### src/rtl/prv_trap_ctrl_if.sv
// rtl/prv_trap_ctrl_if.sv - pipeline/CSR bundle for the machine-mode trap sequencer
interface prv_trap_ctrl_if;
    logic        exc_fetch_mis;
    logic        exc_illegal;
    logic        exc_break;
    logic        exc_load_mis;
    logic        exc_store_mis;
    logic        exc_ecall;
    logic        exc_valid;
    logic [31:0] epc;
    logic [31:0] badaddr;
    logic        mret_req;
    logic        ext_int;
    logic        soft_int;
    logic        timer_int;
    logic        pc_ack;
    logic [31:0] mtvec;
    logic [31:0] mepc;
    logic [31:0] mie;
    logic [31:0] mip;
    logic [31:0] mstatus;
    logic [31:0] mcause;

    logic        mip_rup;
    logic        mbadaddr_rup;
    logic        mcause_rup;
    logic        mepc_rup;
    logic        mstatus_rup;
    logic [31:0] mip_next;
    logic [31:0] mbadaddr_next;
    logic [31:0] mcause_next;
    logic [31:0] mepc_next;
    logic [31:0] mstatus_next;
    logic        busy;
    logic        insert_pc;
    logic [31:0] priv_pc;

    modport master (
        output exc_fetch_mis, exc_illegal, exc_break, exc_load_mis, exc_store_mis, exc_ecall,
        output exc_valid, epc, badaddr, mret_req, ext_int, soft_int, timer_int, pc_ack,
        output mtvec, mepc, mie, mip, mstatus, mcause,
        input  mip_rup, mbadaddr_rup, mcause_rup, mepc_rup, mstatus_rup,
        input  mip_next, mbadaddr_next, mcause_next, mepc_next, mstatus_next,
        input  busy, insert_pc, priv_pc
    );

    modport slave (
        input  exc_fetch_mis, exc_illegal, exc_break, exc_load_mis, exc_store_mis, exc_ecall,
        input  exc_valid, epc, badaddr, mret_req, ext_int, soft_int, timer_int, pc_ack,
        input  mtvec, mepc, mie, mip, mstatus, mcause,
        output mip_rup, mbadaddr_rup, mcause_rup, mepc_rup, mstatus_rup,
        output mip_next, mbadaddr_next, mcause_next, mepc_next, mstatus_next,
        output busy, insert_pc, priv_pc
    );
endinterface

### src/rtl/prv_trap_ctrl.sv
// rtl/prv_trap_ctrl.sv - machine-mode trap/MRET sequencer driving CSR update strobes and fetch redirect
// Optional: PRV_VECTORED_INT_EN enables vectored interrupt targets when mtvec[1:0]==2'b01.
module prv_trap_ctrl #(
    parameter logic [31:0] RESET_PC = 32'h0000_0200
) (
    input  logic          CLK,
    input  logic          RST,
    prv_trap_ctrl_if.slave bus
);

    typedef enum logic [1:0] {
        ST_IDLE,
        ST_SAVE,
        ST_RESTORE,
        ST_REDIRECT
    } state_t;

    state_t      state_q;
    state_t      state_d;

    logic        int_q;
    logic        mret_q;
    logic [3:0]  code_q;
    logic [29:0] epc_q;
    logic [31:0] badaddr_q;

    logic [31:0] mip_nxt;
    logic        int_ext;
    logic        int_soft;
    logic        int_timer;
    logic        int_pending;
    logic        exc_any;
    logic [3:0]  exc_code;
    logic [3:0]  int_code;
    logic        take_trap;
    logic        take_mret;
    logic [31:0] trap_target;
    logic        unused_bits;

    assign unused_bits = ^{bus.mcause, bus.epc[1:0], bus.mepc[1:0], bus.mtvec[1:0], bus.mie};

    // Interrupt lines overwrite their mip bits; pending is judged on the updated view.
    always_comb begin
        mip_nxt     = bus.mip;
        mip_nxt[11] = bus.ext_int;
        mip_nxt[7]  = bus.timer_int;
        mip_nxt[3]  = bus.soft_int;
    end

    assign int_ext     = bus.mie[11] & mip_nxt[11];
    assign int_soft    = bus.mie[3]  & mip_nxt[3];
    assign int_timer   = bus.mie[7]  & mip_nxt[7];
    assign int_pending = bus.mstatus[3] & (int_ext | int_soft | int_timer);

    assign exc_any = bus.exc_valid & (bus.exc_fetch_mis | bus.exc_illegal | bus.exc_break |
                                      bus.exc_load_mis | bus.exc_store_mis | bus.exc_ecall);

    always_comb begin
        exc_code = 4'd0;
        if (bus.exc_fetch_mis)      exc_code = 4'd0;
        else if (bus.exc_illegal)   exc_code = 4'd2;
        else if (bus.exc_break)     exc_code = 4'd3;
        else if (bus.exc_load_mis)  exc_code = 4'd4;
        else if (bus.exc_store_mis) exc_code = 4'd6;
        else if (bus.exc_ecall)     exc_code = 4'd11;
    end

    always_comb begin
        int_code = 4'd7;
        if (int_ext)       int_code = 4'd11;
        else if (int_soft) int_code = 4'd3;
    end

    assign take_trap = (state_q == ST_IDLE) & (exc_any | int_pending);
    assign take_mret = (state_q == ST_IDLE) & ~(exc_any | int_pending) & bus.mret_req;

    always_comb begin
        trap_target = {bus.mtvec[31:2], 2'b00};
`ifdef PRV_VECTORED_INT_EN
        if (int_q && (bus.mtvec[1:0] == 2'b01))
            trap_target = {bus.mtvec[31:2], 2'b00} + {26'd0, code_q, 2'b00};
`endif
    end

    always_ff @(posedge CLK or posedge RST) begin
        if (RST) begin
            state_q   <= ST_IDLE;
            int_q     <= 1'b0;
            mret_q    <= 1'b0;
            code_q    <= 4'd0;
            epc_q     <= 30'd0;
            badaddr_q <= 32'd0;
        end else begin
            state_q <= state_d;
            if (take_trap) begin
                int_q     <= ~exc_any;
                mret_q    <= 1'b0;
                code_q    <= exc_any ? exc_code : int_code;
                epc_q     <= bus.epc[31:2];
                badaddr_q <= bus.badaddr;
            end else if (take_mret) begin
                mret_q <= 1'b1;
            end
        end
    end

    // Outputs are forced quiet while RST is high so a reset mid-sequence drops every strobe at once.
    always_comb begin
        state_d           = state_q;
        bus.mip_rup       = 1'b0;
        bus.mip_next      = 32'd0;
        bus.mbadaddr_rup  = 1'b0;
        bus.mbadaddr_next = 32'd0;
        bus.mcause_rup    = 1'b0;
        bus.mcause_next   = 32'd0;
        bus.mepc_rup      = 1'b0;
        bus.mepc_next     = 32'd0;
        bus.mstatus_rup   = 1'b0;
        bus.mstatus_next  = 32'd0;
        bus.busy          = 1'b0;
        bus.insert_pc     = 1'b0;
        bus.priv_pc       = RESET_PC;
        if (!RST) begin
            bus.mip_next = mip_nxt;
            bus.mip_rup  = (mip_nxt != bus.mip);
            case (state_q)
                ST_IDLE: begin
                    if (take_trap) begin
                        state_d  = ST_SAVE;
                        bus.busy = 1'b1;
                    end else if (take_mret) begin
                        state_d  = ST_RESTORE;
                        bus.busy = 1'b1;
                    end
                end
                ST_SAVE: begin
                    bus.busy           = 1'b1;
                    bus.mepc_rup       = 1'b1;
                    bus.mepc_next      = {epc_q, 2'b00};
                    bus.mcause_rup     = 1'b1;
                    bus.mcause_next    = {int_q, 27'd0, code_q};
                    bus.mstatus_rup    = 1'b1;
                    bus.mstatus_next   = bus.mstatus;
                    bus.mstatus_next[7] = bus.mstatus[3];
                    bus.mstatus_next[3] = 1'b0;
                    if (!int_q && (code_q == 4'd0 || code_q == 4'd4 || code_q == 4'd6)) begin
                        bus.mbadaddr_rup  = 1'b1;
                        bus.mbadaddr_next = badaddr_q;
                    end
                    state_d = ST_REDIRECT;
                end
                ST_RESTORE: begin
                    bus.busy            = 1'b1;
                    bus.mstatus_rup     = 1'b1;
                    bus.mstatus_next    = bus.mstatus;
                    bus.mstatus_next[3] = bus.mstatus[7];
                    bus.mstatus_next[7] = 1'b1;
                    state_d             = ST_REDIRECT;
                end
                ST_REDIRECT: begin
                    bus.busy      = 1'b1;
                    bus.insert_pc = 1'b1;
                    bus.priv_pc   = mret_q ? {bus.mepc[31:2], 2'b00} : trap_target;
                    if (bus.pc_ack)
                        state_d = ST_IDLE;
                end
                default: state_d = ST_IDLE;
            endcase
        end
    end

endmodule

### src/flat_wrapper.sv
// flat-port wrapper written by rule: the top's interface ports become plain ports
module prv_trap_ctrl_flat 
#(
    parameter logic [31:0] RESET_PC = 32'h0000_0200
)
  (CLK, RST, bus_exc_fetch_mis, bus_exc_illegal, bus_exc_break, bus_exc_load_mis, bus_exc_store_mis, bus_exc_ecall, bus_exc_valid, bus_epc, bus_badaddr, bus_mret_req, bus_ext_int, bus_soft_int, bus_timer_int, bus_pc_ack, bus_mtvec, bus_mepc, bus_mie, bus_mip, bus_mstatus, bus_mcause, bus_mip_rup, bus_mbadaddr_rup, bus_mcause_rup, bus_mepc_rup, bus_mstatus_rup, bus_mip_next, bus_mbadaddr_next, bus_mcause_next, bus_mepc_next, bus_mstatus_next, bus_busy, bus_insert_pc, bus_priv_pc);
  prv_trap_ctrl_if bus_i ();
  input  logic CLK;
  input  logic RST;
  input wire logic [$bits(bus_i.exc_fetch_mis)-1:0] bus_exc_fetch_mis;
  input wire logic [$bits(bus_i.exc_illegal)-1:0] bus_exc_illegal;
  input wire logic [$bits(bus_i.exc_break)-1:0] bus_exc_break;
  input wire logic [$bits(bus_i.exc_load_mis)-1:0] bus_exc_load_mis;
  input wire logic [$bits(bus_i.exc_store_mis)-1:0] bus_exc_store_mis;
  input wire logic [$bits(bus_i.exc_ecall)-1:0] bus_exc_ecall;
  input wire logic [$bits(bus_i.exc_valid)-1:0] bus_exc_valid;
  input wire logic [$bits(bus_i.epc)-1:0] bus_epc;
  input wire logic [$bits(bus_i.badaddr)-1:0] bus_badaddr;
  input wire logic [$bits(bus_i.mret_req)-1:0] bus_mret_req;
  input wire logic [$bits(bus_i.ext_int)-1:0] bus_ext_int;
  input wire logic [$bits(bus_i.soft_int)-1:0] bus_soft_int;
  input wire logic [$bits(bus_i.timer_int)-1:0] bus_timer_int;
  input wire logic [$bits(bus_i.pc_ack)-1:0] bus_pc_ack;
  input wire logic [$bits(bus_i.mtvec)-1:0] bus_mtvec;
  input wire logic [$bits(bus_i.mepc)-1:0] bus_mepc;
  input wire logic [$bits(bus_i.mie)-1:0] bus_mie;
  input wire logic [$bits(bus_i.mip)-1:0] bus_mip;
  input wire logic [$bits(bus_i.mstatus)-1:0] bus_mstatus;
  input wire logic [$bits(bus_i.mcause)-1:0] bus_mcause;
  output wire logic [$bits(bus_i.mip_rup)-1:0] bus_mip_rup;
  output wire logic [$bits(bus_i.mbadaddr_rup)-1:0] bus_mbadaddr_rup;
  output wire logic [$bits(bus_i.mcause_rup)-1:0] bus_mcause_rup;
  output wire logic [$bits(bus_i.mepc_rup)-1:0] bus_mepc_rup;
  output wire logic [$bits(bus_i.mstatus_rup)-1:0] bus_mstatus_rup;
  output wire logic [$bits(bus_i.mip_next)-1:0] bus_mip_next;
  output wire logic [$bits(bus_i.mbadaddr_next)-1:0] bus_mbadaddr_next;
  output wire logic [$bits(bus_i.mcause_next)-1:0] bus_mcause_next;
  output wire logic [$bits(bus_i.mepc_next)-1:0] bus_mepc_next;
  output wire logic [$bits(bus_i.mstatus_next)-1:0] bus_mstatus_next;
  output wire logic [$bits(bus_i.busy)-1:0] bus_busy;
  output wire logic [$bits(bus_i.insert_pc)-1:0] bus_insert_pc;
  output wire logic [$bits(bus_i.priv_pc)-1:0] bus_priv_pc;
  assign bus_i.exc_fetch_mis = bus_exc_fetch_mis;
  assign bus_i.exc_illegal = bus_exc_illegal;
  assign bus_i.exc_break = bus_exc_break;
  assign bus_i.exc_load_mis = bus_exc_load_mis;
  assign bus_i.exc_store_mis = bus_exc_store_mis;
  assign bus_i.exc_ecall = bus_exc_ecall;
  assign bus_i.exc_valid = bus_exc_valid;
  assign bus_i.epc = bus_epc;
  assign bus_i.badaddr = bus_badaddr;
  assign bus_i.mret_req = bus_mret_req;
  assign bus_i.ext_int = bus_ext_int;
  assign bus_i.soft_int = bus_soft_int;
  assign bus_i.timer_int = bus_timer_int;
  assign bus_i.pc_ack = bus_pc_ack;
  assign bus_i.mtvec = bus_mtvec;
  assign bus_i.mepc = bus_mepc;
  assign bus_i.mie = bus_mie;
  assign bus_i.mip = bus_mip;
  assign bus_i.mstatus = bus_mstatus;
  assign bus_i.mcause = bus_mcause;
  assign bus_mip_rup = bus_i.mip_rup;
  assign bus_mbadaddr_rup = bus_i.mbadaddr_rup;
  assign bus_mcause_rup = bus_i.mcause_rup;
  assign bus_mepc_rup = bus_i.mepc_rup;
  assign bus_mstatus_rup = bus_i.mstatus_rup;
  assign bus_mip_next = bus_i.mip_next;
  assign bus_mbadaddr_next = bus_i.mbadaddr_next;
  assign bus_mcause_next = bus_i.mcause_next;
  assign bus_mepc_next = bus_i.mepc_next;
  assign bus_mstatus_next = bus_i.mstatus_next;
  assign bus_busy = bus_i.busy;
  assign bus_insert_pc = bus_i.insert_pc;
  assign bus_priv_pc = bus_i.priv_pc;
  prv_trap_ctrl #(.RESET_PC(RESET_PC)) u_core (.CLK(CLK), .RST(RST), .bus(bus_i));
endmodule
### config.mk
export PLATFORM = sky130hd
export DESIGN_NAME = prv_trap_ctrl_flat
export DESIGN_NICKNAME = d
export VERILOG_FILES = /design/src/rtl/prv_trap_ctrl_if.sv /design/src/rtl/prv_trap_ctrl.sv /design/src/flat_wrapper.sv
export SDC_FILE = /design/constraint.sdc
export NUM_CORES = 1
export LEC_CHECK = 0
export CORE_AREA = 2 2 182 184
export CTS_BUF_LIST = sky130_fd_sc_hd__clkbuf_4
export DETAILED_ROUTE_END_ITERATION = 6
export DIE_AREA = 0 0 184 186
export SLEW_MARGIN = 20
export SYNTH_ARGS = -nofsm -noshare
export SYNTH_HDL_FRONTEND = slang
export SYNTH_SLANG_ARGS = --single-unit
export TNS_END_PERCENT = 20
### constraint.sdc
create_clock -name CLK -period 5.2 [get_ports CLK]
set_input_delay 0.52 -clock CLK [delete_from_list [all_inputs] [get_ports CLK]]
set_output_delay 0.52 -clock CLK [all_outputs]
set_load 0.01 [all_outputs]
==> impl_metrics.tcl <==
set metrics [dict create \
    async_reset_ff_share_pct 100 \
    grt_first_pass_wirelength_um 27300 \
    setup-tns-final_ns 0 \
    h-tree-depth 3 \
    worst-path-max-fanout 38 \
    setup_ws_ns 1.43 \
    fmax_mhz 266 \
    worstPathArrival_ns 3.25 \
    drt-vias-per-instance 3.61 \
    path_common_cell "buf_4" \
    seq_power_share_pct 33.4 \
    die_x_um 184 \
    clk_latency_ns 0.47 \
    swShare_pct 36.0 \
    drt_iter0_drc 99 \
    period_needed_ns 3.77 \
    clkPwrFrac_pct 11.9 \
    clk_path_buf_depth 2 \
    p_int_mw 1.94 \
    drc_errors 0 \
    synth.avg_cell_area_um2 10.3 \
    ys_seq_area_share_pct 38.1 \
    synth-seq-cells 70 \
    crit_buf_inv 4 \
    root_buffer "clkbuf_4" \
    synth-edff-count 0 \
    hold_class "reg2reg" \
    p_switching_mw 1.09 \
    postPlaceCellArea_um2 8640 \
    finalMaxSlewViolations 0 \
    synth_area_um2 4600 \
    setup_viol 0 \
    crit_family "buffers and inverters" \
    fp.dieH_um 186 \
    cts_tree "yes" \
    core_area_um2 32200 \
    gp_congestion 0.730 \
    cellPowerDensity_nw_per_um2 345 \
    maxCapViolations 0 \
    cts.sinks 70 \
    grt_overflow 0 \
    period_share_pct 72.4 \
    grt.total_usage_pct 10.8 \
    routed_wl_um 19000 \
    syn-instance-count 447 \
    syn2layout_area_growth_pct 90.7 \
    antenna_found_initial 2 \
    status "complete, no violations" \
    worstMarginPinSlew_ns 0.896 \
    post_cts_buffers 0 \
    drt-pass1-iter-count 4 \
    synth_cell_types 37 \
    yosysWarnings 0 \
    layout_common_cells "370 x clkdlybuf4s50_1, 97 x and2_1, 69 x dfrtp_1" \
    synthFlopType "dfrtp_1" \
    critPathKind "reg2out" \
    max_slew_margin_pct 40.3 \
    cts_buffers 9 \
    rsz0062_at_grt "false" \
    ir_drop_mv 0.118 \
    dpl_worst_slack_ns 1.53 \
    routedWlPerCell_um 15.6 \
    rows 66 \
    io_pins 469 \
    finalNetCount 1080 \
    ant_nets 0 \
    port_buffers 370 \
    grt_pass1_vias 4587 \
    power_frac_comb_pct 54.7 \
    required_ns 4.68 \
    skew_ns 0.0407 \
    finalInstanceArea_um2 8770 \
    power.leakage_nw 3.47 \
    final_common_cell "clkdlybuf4s50_1" \
    cts.repair.resized 0 \
    start_util_pct 14.3 \
    cp-start-kind "flip-flop" \
    die_area_um2 34200 \
    slowest_delay_ns 0.55 \
    dp_hpwl_um 15200 \
    grt_max_degree 68 \
    hold_buffers 0 \
    cp-end-kind "output port" \
    cpMaxStageDelayCell "clkdlybuf4s50_1" \
    vias 4406 \
    drive_above_1_share_pct 11.6 \
    path_cells "inv_1 > ha_1 > nor2b_4 > buf_4 > o21ai_0 > nor4_4 > buf_4 > and2_1 > clkdlybuf4s50_1" \
    cts.clk_slew.worst_paths_ns 0.17 \
    hold_viol 0 \
]
state kept, by name, indices dropped and copies added (netlist names):
name / cells
u_core.badaddr_q: 32
u_core.epc_q: 30
u_core.code_q: 4
u_core.state_q: 2
u_core.int_q: 1
u_core.mret_q: 1
logic make-up (layout without fill, tap and decap cells):
kind of cell / count (synthesis) / after routing / share of synthesized area (%)
AOI/OAI and AO/OA: 28 / 28 / 4.25
other: 1 / 32 / 0.0816
buffers and inverters: 68 / 401 / 8.93
muxes: 94 / 94 / 24.4
adders and majority gates: 5 / 5 / 1.36
DFF: 70 / 70 / 38.1
and+or+nand+nor: 178 / 178 / 22.3
xor gates and xnor gates: 3 / 3 / 0.572
power by group through the flow:
stage | Combinational [mW] | Clock (mW) | Sequential, mW
floorplan | 1.03 | 0 | 0.921
global placement | 1.66 | 0 | 1.02
detailed placement | 1.68 | 0 | 1.04
CTS | 1.69 | 0.402 | 1.02
global route | 1.79 | 0.424 | 1.06
finish | 1.65 | 0.361 | 1.01
cell usage after synthesis, types with 2 or more instances:
| library cell | count | area [µm²] |
|---|---|---|
| o21a_1 | 4 | 30.0 |
| o21ai_0 | 3 | 15.0 |
| o32a_1 | 2 | 20.0 |
| buf_2 | 4 | 20.0 |
| xnor2_1 | 3 | 26.3 |
| nand2_1 | 7 | 26.3 |
| nor2_1 | 33 | 124 |
| buf_4 | 32 | 240 |
| ha_1 | 5 | 62.6 |
| and2_1 | 97 | 607 |
| nor2b_1 | 34 | 213 |
| clkbuf_1 | 20 | 75.1 |
| mux2_2 | 37 | 417 |
| a21oi_1 | 8 | 40.0 |
| mux2_4 | 27 | 405 |
| buf_6 | 4 | 45.0 |
| o22ai_1 | 2 | 12.5 |
| mux2i_1 | 30 | 300 |
| inv_1 | 8 | 30.0 |
| dfrtp_1 | 70 | 1750 |
final timing paths:
| kind | start | end | depth (start not counted) | slack (ns) |
|---|---|---|---|---|
| setup / recovery | u_core.state_q[1] | bus_mbadaddr_next[0] | 9 | 1.43 |
| hold / removal | u_core.badaddr_q[5] | u_core.badaddr_q[5] | 1 | 0.51 |
| setup reg to reg | u_core.state_q[0] | u_core.epc_q[16] | 6 | 2.87 |
| hold reg to reg | u_core.badaddr_q[5] | u_core.badaddr_q[5] | 1 | 0.51 |
| max in group asynchronous | RST | u_core.badaddr_q[14] | 5 | 3.41 |
| min in group asynchronous | RST | u_core.mret_q | 4 | 0.82 |
final cells by class:
| type | count | area (µm²) |
|---|---|---|
| tap | 408 | 510 |
| clock buffer | 9 | 67.6 |
| timing repair buffer | 377 | 3770 |
| multi-input combinational | 339 | 2570 |
| antenna | 1 | 2.50 |
| fill | 3470 | 23400 |
| inverter | 8 | 31.3 |
| sequential | 70 | 1750 |
| clock inverter | 7 | 61.3 |
per-stage QoR:
step / instances / total power [mW] / utilization [%] / hold slack [ns]
6_report: 1219 / 3.03 / 27.2 / 0.513
5_1_grt: 1219 / 3.27 / 27.2 / 0.531
4_1_cts: 1218 / 3.11 / 27.2 / 0.519
3_5_place_dp: 1202 / 2.72 / 26.8 / 0.485
3_3_place_gp: 1202 / 2.68 / 26.8 / 0.480
2_1_floorplan: 477 / 1.95 / - / 0.472
metal layers:
layer	global-route usage (%)	up-vias	wire length [µm]
li1	-	2129	-
met1	11.7	2043	7310
met2	20.1	220	9810
met3	3.76	12	1720
met4	2.69	2	186
met5	0	-	13
(Power assumes the default switching activity.)
